## src/rtl/dag_circ.sv

```systemverilog
// dag_circ: dual-channel data address generator.
// Channel 0 (DAG1) produces data-memory addresses and channel 1 (DAG2)
// produces program-memory addresses. Each channel has NREG I/M/B/L registers,
// pre-/post-modify addressing and circular-buffer wrap. Registers are loaded
// and read back over the bus-connect path, with same-cycle write forwarding.
module dag_circ #(
  parameter int AW   = 16,
  parameter int NREG = 8,
  parameter int RW   = $clog2(NREG)
) (
  input  logic          clk,
  input  logic          rst,
  input  logic          ps_dg_dm_en,
  input  logic          ps_dg_dm_mdfy,
  input  logic [RW-1:0] ps_dg_dm_iadd,
  input  logic [RW-1:0] ps_dg_dm_madd,
  input  logic          ps_dg_pm_en,
  input  logic          ps_dg_pm_mdfy,
  input  logic [RW-1:0] ps_dg_pm_iadd,
  input  logic [RW-1:0] ps_dg_pm_madd,
  input  logic          ps_dg_wrt_en,
  input  logic [RW+2:0] ps_dg_wrt_add,
  input  logic [RW+2:0] ps_dg_rd_add,
  input  logic [AW-1:0] bc_dt_out,
  output logic [AW-1:0] dg_bc_dt,
  output logic [AW-1:0] dg_dm_add,
  output logic          dg_dm_vld,
  output logic [AW-1:0] dg_pm_add,
  output logic          dg_pm_vld
);

  localparam logic [1:0] TYPE_M = 2'b00;
  localparam logic [1:0] TYPE_I = 2'b01;
  localparam logic [1:0] TYPE_B = 2'b10;
  localparam logic [1:0] TYPE_L = 2'b11;

  // Register file: first index is the channel (0 = DAG1, 1 = DAG2).
  logic [AW-1:0] i_r [2][NREG];
  logic [AW-1:0] m_r [2][NREG];
  logic [AW-1:0] b_r [2][NREG];
  logic [AW-1:0] l_r [2][NREG];

  logic [AW-1:0] dm_add_r;
  logic          dm_vld_r;
  logic [AW-1:0] pm_add_r;
  logic          pm_vld_r;

  logic [1:0]    wrt_type_s;
  logic          wrt_chan_s;
  logic [RW-1:0] wrt_idx_s;
  logic [1:0]    rd_type_s;
  logic          rd_chan_s;
  logic [RW-1:0] rd_idx_s;

  logic [AW-1:0] dm_i_s;
  logic [AW-1:0] dm_mod_s;
  logic [AW-1:0] pm_i_s;
  logic [AW-1:0] pm_mod_s;
  logic [AW-1:0] rd_reg_s;

  // Circular modify: I+M with a single correction by L against the window
  // [B, B+L). L==0 means plain linear arithmetic modulo 2^AW. The sum is
  // kept in AW+1 bits so a negative result and an overflow past 2^AW are
  // both distinguishable from an in-range value.
  function automatic logic [AW-1:0] wrap_add(input logic [AW-1:0] i_v,
                                             input logic [AW-1:0] m_v,
                                             input logic [AW-1:0] b_v,
                                             input logic [AW-1:0] l_v);
    logic signed [AW:0] sum_v;
    logic [AW:0]        lim_v;
    logic [AW-1:0]      res_v;
    sum_v = $signed({1'b0, i_v}) + $signed({m_v[AW-1], m_v});
    lim_v = {1'b0, b_v} + {1'b0, l_v};
    if (l_v == {AW{1'b0}}) begin
      res_v = sum_v[AW-1:0];
    end else if (m_v[AW-1] == 1'b0) begin
      // Non-negative step: sum is unsigned here, possibly above 2^AW-1.
      if ($unsigned(sum_v) >= lim_v) begin
        res_v = sum_v[AW-1:0] - l_v;
      end else begin
        res_v = sum_v[AW-1:0];
      end
    end else begin
      // Negative step: sum fits as a signed AW+1 value.
      if (sum_v < $signed({1'b0, b_v})) begin
        res_v = sum_v[AW-1:0] + l_v;
      end else begin
        res_v = sum_v[AW-1:0];
      end
    end
    return res_v;
  endfunction

  assign wrt_type_s = ps_dg_wrt_add[RW+2:RW+1];
  assign wrt_chan_s = ps_dg_wrt_add[RW];
  assign wrt_idx_s  = ps_dg_wrt_add[RW-1:0];
  assign rd_type_s  = ps_dg_rd_add[RW+2:RW+1];
  assign rd_chan_s  = ps_dg_rd_add[RW];
  assign rd_idx_s   = ps_dg_rd_add[RW-1:0];

  // Per-channel current index and modified address, from pre-edge state.
  always_comb begin
    dm_i_s   = i_r[0][ps_dg_dm_iadd];
    dm_mod_s = wrap_add(i_r[0][ps_dg_dm_iadd], m_r[0][ps_dg_dm_madd],
                        b_r[0][ps_dg_dm_iadd], l_r[0][ps_dg_dm_iadd]);
    pm_i_s   = i_r[1][ps_dg_pm_iadd];
    pm_mod_s = wrap_add(i_r[1][ps_dg_pm_iadd], m_r[1][ps_dg_pm_madd],
                        b_r[1][ps_dg_pm_iadd], l_r[1][ps_dg_pm_iadd]);
  end

  // Read-back mux with forwarding of a same-cycle write to the same register.
  always_comb begin
    rd_reg_s = {AW{1'b0}};
    case (rd_type_s)
      TYPE_M:  rd_reg_s = m_r[rd_chan_s][rd_idx_s];
      TYPE_I:  rd_reg_s = i_r[rd_chan_s][rd_idx_s];
      TYPE_B:  rd_reg_s = b_r[rd_chan_s][rd_idx_s];
      TYPE_L:  rd_reg_s = l_r[rd_chan_s][rd_idx_s];
      default: rd_reg_s = {AW{1'b0}};
    endcase
    if (ps_dg_wrt_en && (ps_dg_wrt_add == ps_dg_rd_add)) begin
      dg_bc_dt = bc_dt_out;
    end else begin
      dg_bc_dt = rd_reg_s;
    end
  end

  // Register file: post-modify updates first, explicit write last so it wins.
  always_ff @(posedge clk) begin
    if (rst) begin
      for (int c = 0; c < 2; c++) begin
        for (int k = 0; k < NREG; k++) begin
          i_r[c][k] <= {AW{1'b0}};
          m_r[c][k] <= {AW{1'b0}};
          b_r[c][k] <= {AW{1'b0}};
          l_r[c][k] <= {AW{1'b0}};
        end
      end
    end else begin
      if (ps_dg_dm_en && !ps_dg_dm_mdfy) begin
        i_r[0][ps_dg_dm_iadd] <= dm_mod_s;
      end
      if (ps_dg_pm_en && !ps_dg_pm_mdfy) begin
        i_r[1][ps_dg_pm_iadd] <= pm_mod_s;
      end
      if (ps_dg_wrt_en) begin
        case (wrt_type_s)
          TYPE_M:  m_r[wrt_chan_s][wrt_idx_s] <= bc_dt_out;
          TYPE_I:  i_r[wrt_chan_s][wrt_idx_s] <= bc_dt_out;
          TYPE_B:  b_r[wrt_chan_s][wrt_idx_s] <= bc_dt_out;
          TYPE_L:  l_r[wrt_chan_s][wrt_idx_s] <= bc_dt_out;
          default: m_r[wrt_chan_s][wrt_idx_s] <= m_r[wrt_chan_s][wrt_idx_s];
        endcase
      end
    end
  end

  // Registered address outputs; the address holds when no access is made.
  always_ff @(posedge clk) begin
    if (rst) begin
      dm_add_r <= {AW{1'b0}};
      dm_vld_r <= 1'b0;
      pm_add_r <= {AW{1'b0}};
      pm_vld_r <= 1'b0;
    end else begin
      dm_vld_r <= ps_dg_dm_en;
      pm_vld_r <= ps_dg_pm_en;
      if (ps_dg_dm_en) begin
        dm_add_r <= ps_dg_dm_mdfy ? dm_mod_s : dm_i_s;
      end
      if (ps_dg_pm_en) begin
        pm_add_r <= ps_dg_pm_mdfy ? pm_mod_s : pm_i_s;
      end
    end
  end

  assign dg_dm_add = dm_add_r;
  assign dg_dm_vld = dm_vld_r;
  assign dg_pm_add = pm_add_r;
  assign dg_pm_vld = pm_vld_r;

endmodule

```

## config.mk

```make
export PLATFORM = sky130hd
export DESIGN_NAME = dag_circ
export DESIGN_NICKNAME = d
export VERILOG_FILES = /design/src/rtl/dag_circ.sv
export SDC_FILE = /design/constraint.sdc
export NUM_CORES = 2
export LEC_CHECK = 0
export CAP_MARGIN = 20
export CORE_MARGIN = 2
export CORE_UTILIZATION = 25
export CTS_CLUSTER_SIZE = 16
export DETAILED_ROUTE_END_ITERATION = 16
export PLACE_DENSITY_LB_ADDON = 0.15
export SKIP_CTS_REPAIR_TIMING = 1
export SYNTH_ARGS = -nofsm -noshare
export SYNTH_HDL_FRONTEND = slang
export SYNTH_SLANG_ARGS = --single-unit
```

## constraint.sdc

```tcl
create_clock -name clk -period 13.13 [get_ports clk]
set_clock_uncertainty 0.15 [all_clocks]
set_input_delay 3.939 -clock clk [delete_from_list [all_inputs] [get_ports clk]]
set_output_delay 3.939 -clock clk [all_outputs]
set_load 0.005 [all_outputs]
```

==> metrics.yaml <==
status: "finished clean"
areaGrowthSynthToFinish_pct: 16.7
viasPerCell: 5.57
final_common_cell: "edfxtp_1"
worstMarginPinSlew_ns: 1.28
design.portCount: 97
vdd.ir_drop.worst_mv: 0.124
cts_buffers: 130
hold_viol: 0
hp-start: "dg_dm_add[11]"
hold_path_class: "register to register"
wl_um: 310000
netlist_instances: 4864
r2r_end: "i_r[0][75]"
yosysUniqueCellTypes: 101
tns_ns: 0
ys_warn_count: 0
rows: 183
first_global_vias: 45700
synthFlopType: "edfxtp_1"
end_kind: "primary output"
syn_nets: 5101
syn-cell-area_um2: 62200
gr-usage-all-layers: 0.241
die_height_um: 503
synth_seq_cells: 1058
r2r-start: "m_r[0][48]"
post-route-min-period_ns: 11.83
power.total_mw: 11.5
arrival_ns: 7.74
coreArea_um2: 248000
die_w_um: 503
fin_area_um2: 72600
ant_nets: 0
cp_max_fo: 38
cts_tree: "built"
slew_headroom: 0.144
cap_viol_max_count: 0
initial_core_util: 0.251
clk_pin_slew_ns: 0.05
clockRootBuffer: "clkbuf_16"
fillers: 25000
dr.pass1.iters: 7
globalRouteOverflowTotal: 0
yosysSeqAreaShare: 0.505
grt_setup_unrepaired: "no"
synthArstFlopShare: 0
setup.worst_path.class: "input pin to primary output"
grt_first_pass_wirelength_um: 415000
fin_nets: 5228
cts.sinks: 1058
holdPathEnd: "dg_dm_add[11]"
drt-initial-drc-count: 6480
grt_max_degree: 56
fin_crit_sh: 0.901
slew_viol_final: 0
critPathLaunchType: "input pin"
crit_required_ns: 9.04
clock.fmax_mhz: 84.5
grt_antenna_before_repair: 34
io_buffers: 96
clk_path_buf_depth: 3
rr_worst_depth: 23
gp_congestion: 0.903
drive_gt1_frac: 0.224
die_area_um2: 253000
synth_edf_count: 1024
drc_errors: 0
final_core_util: 0.293
dp_hpwl_um: 222000
cts-htree-levels: 4
powerDensity_nw_per_um2: 158
setup_violations: 0
wire_per_inst_um: 36.7
min_path_cells: 1
clock_latency_ns: 0.81
vias: 47000
placed_area_um2: 68300
r2r_slack_ns: 5.36
avgSynthCellArea_um2: 12.8
layout_common_cells: "edfxtp_1 (1024), and2_1 (481), mux4_2 (415)"
p_leak_nw: 25.2
==> layer usage <==
layer  share of wire  global-route usage
met5         0.00015                   0
met4           0.057               0.120
met3           0.082              0.0459
met2            0.44               0.361
met1            0.43               0.332
==> cell usage after synthesis (all sizes together), types with 8 or more instances <==
master	number	area (µm²)
a211oi	32	255
a21o	38	285
a21oi	147	743
a221o	18	180
a221oi	42	404
a22o	102	893
a22oi	194	1470
a31oi	11	68.8
and2	483	3020
and3	46	288
and4	13	114
buf	90	424
clkbuf	302	1130
dfxtp	34	681
edfxtp	1024	30700
fa	8	160
ha	182	2280
inv	146	548
mux2	82	927
mux2i	57	583
mux4	415	9350
nand2	320	1200
nand2b	15	93.8
nand3	49	250
nand3b	14	105
nand4	33	206
nor2	200	756
nor2b	25	156
nor3	61	310
nor3b	9	67.6
o211a	9	90.1
o211ai	32	250
o21a	24	181
o21ai	312	1570
o21bai	21	158
o221ai	15	131
o22ai	20	131
or2	24	150
or3	18	118
xnor2	51	447
xor2	31	279
==> power by group <==
part / switching, mW / total, mW / internal [mW]
combinational: 2.46 / 3.77 / 1.32
clock: 1.59 / 3.66 / 2.06
sequential: 0.156 / 4.06 / 3.91
==> how the worst max path moves through the flow <==
stage,start,to,slack [ns]
after floorplan,ps_dg_dm_iadd[0],i_r[0][103],1.88
after global placement,ps_dg_pm_iadd[2],i_r[1][28],0.94
after detailed placement,ps_dg_pm_iadd[2],i_r[1][28],1.02
after CTS,ps_dg_rd_add[3],dg_bc_dt[9],1.32
after global routing,ps_dg_rd_add[3],dg_bc_dt[9],1.21
final,ps_dg_rd_add[3],dg_bc_dt[9],1.30
==> worst max-delay path, stage by stage <==
cell and delay (ns):
buf_8 0.32, buf_12 0.33, mux4_2 0.56, mux4_2 0.47
mux2i_1 0.82, nor2_1 0.13, a21oi_1 0.15, o21ai_0 0.30
clkdlybuf4s50_1 0.56
==> cell type report <==
type                    count  area, µm²  area share
flip-flops and latches   1058      31400       0.433
multi-input cells        3267      29000       0.400
well taps                3330       4170      0.0574
clock buffers             163       3400      0.0468
repair buffers            387       3190      0.0440
clock inverters            72        777      0.0107
inverters                 147        554     0.00763
diodes                     21       52.6    0.000724
==> registers in the layout, summed over array words and instances, names as in the netlist <==
name       cells
dg_dm_add     16
dg_dm_vld      1
dg_pm_add     16
l_r          256
m_r          256
dg_pm_vld      1
b_r          256
i_r          256
==> stage by stage <==
| step | worst slack (ns) | hold slack [ns] | std cells |
|---|---|---|---|
| detailed placement | 1.02 | 0.325 | 8183 |
| finish | 1.30 | 0.332 | 8445 |
| floorplan | 1.88 | 0.307 | 4864 |
| global placement | 0.938 | 0.318 | 8182 |
| CTS | 1.32 | 0.334 | 8418 |
| global route | 1.21 | 0.358 | 8426 |
==> logic make-up (layout without fill, tap and decap cells) <==
group | Yosys count | after routing | share of synthesized area
other cells | 0 | 21 | 0
fa+ha+maj | 190 | 190 | 0.0392
xor+xnor | 82 | 82 | 0.0117
simple gates | 1335 | 1335 | 0.113
flops | 1058 | 1058 | 0.505
mux | 554 | 554 | 0.174
compound gates | 1106 | 1106 | 0.122
buf+inv | 539 | 769 | 0.0339
Power figures use the tool's default switching activity.
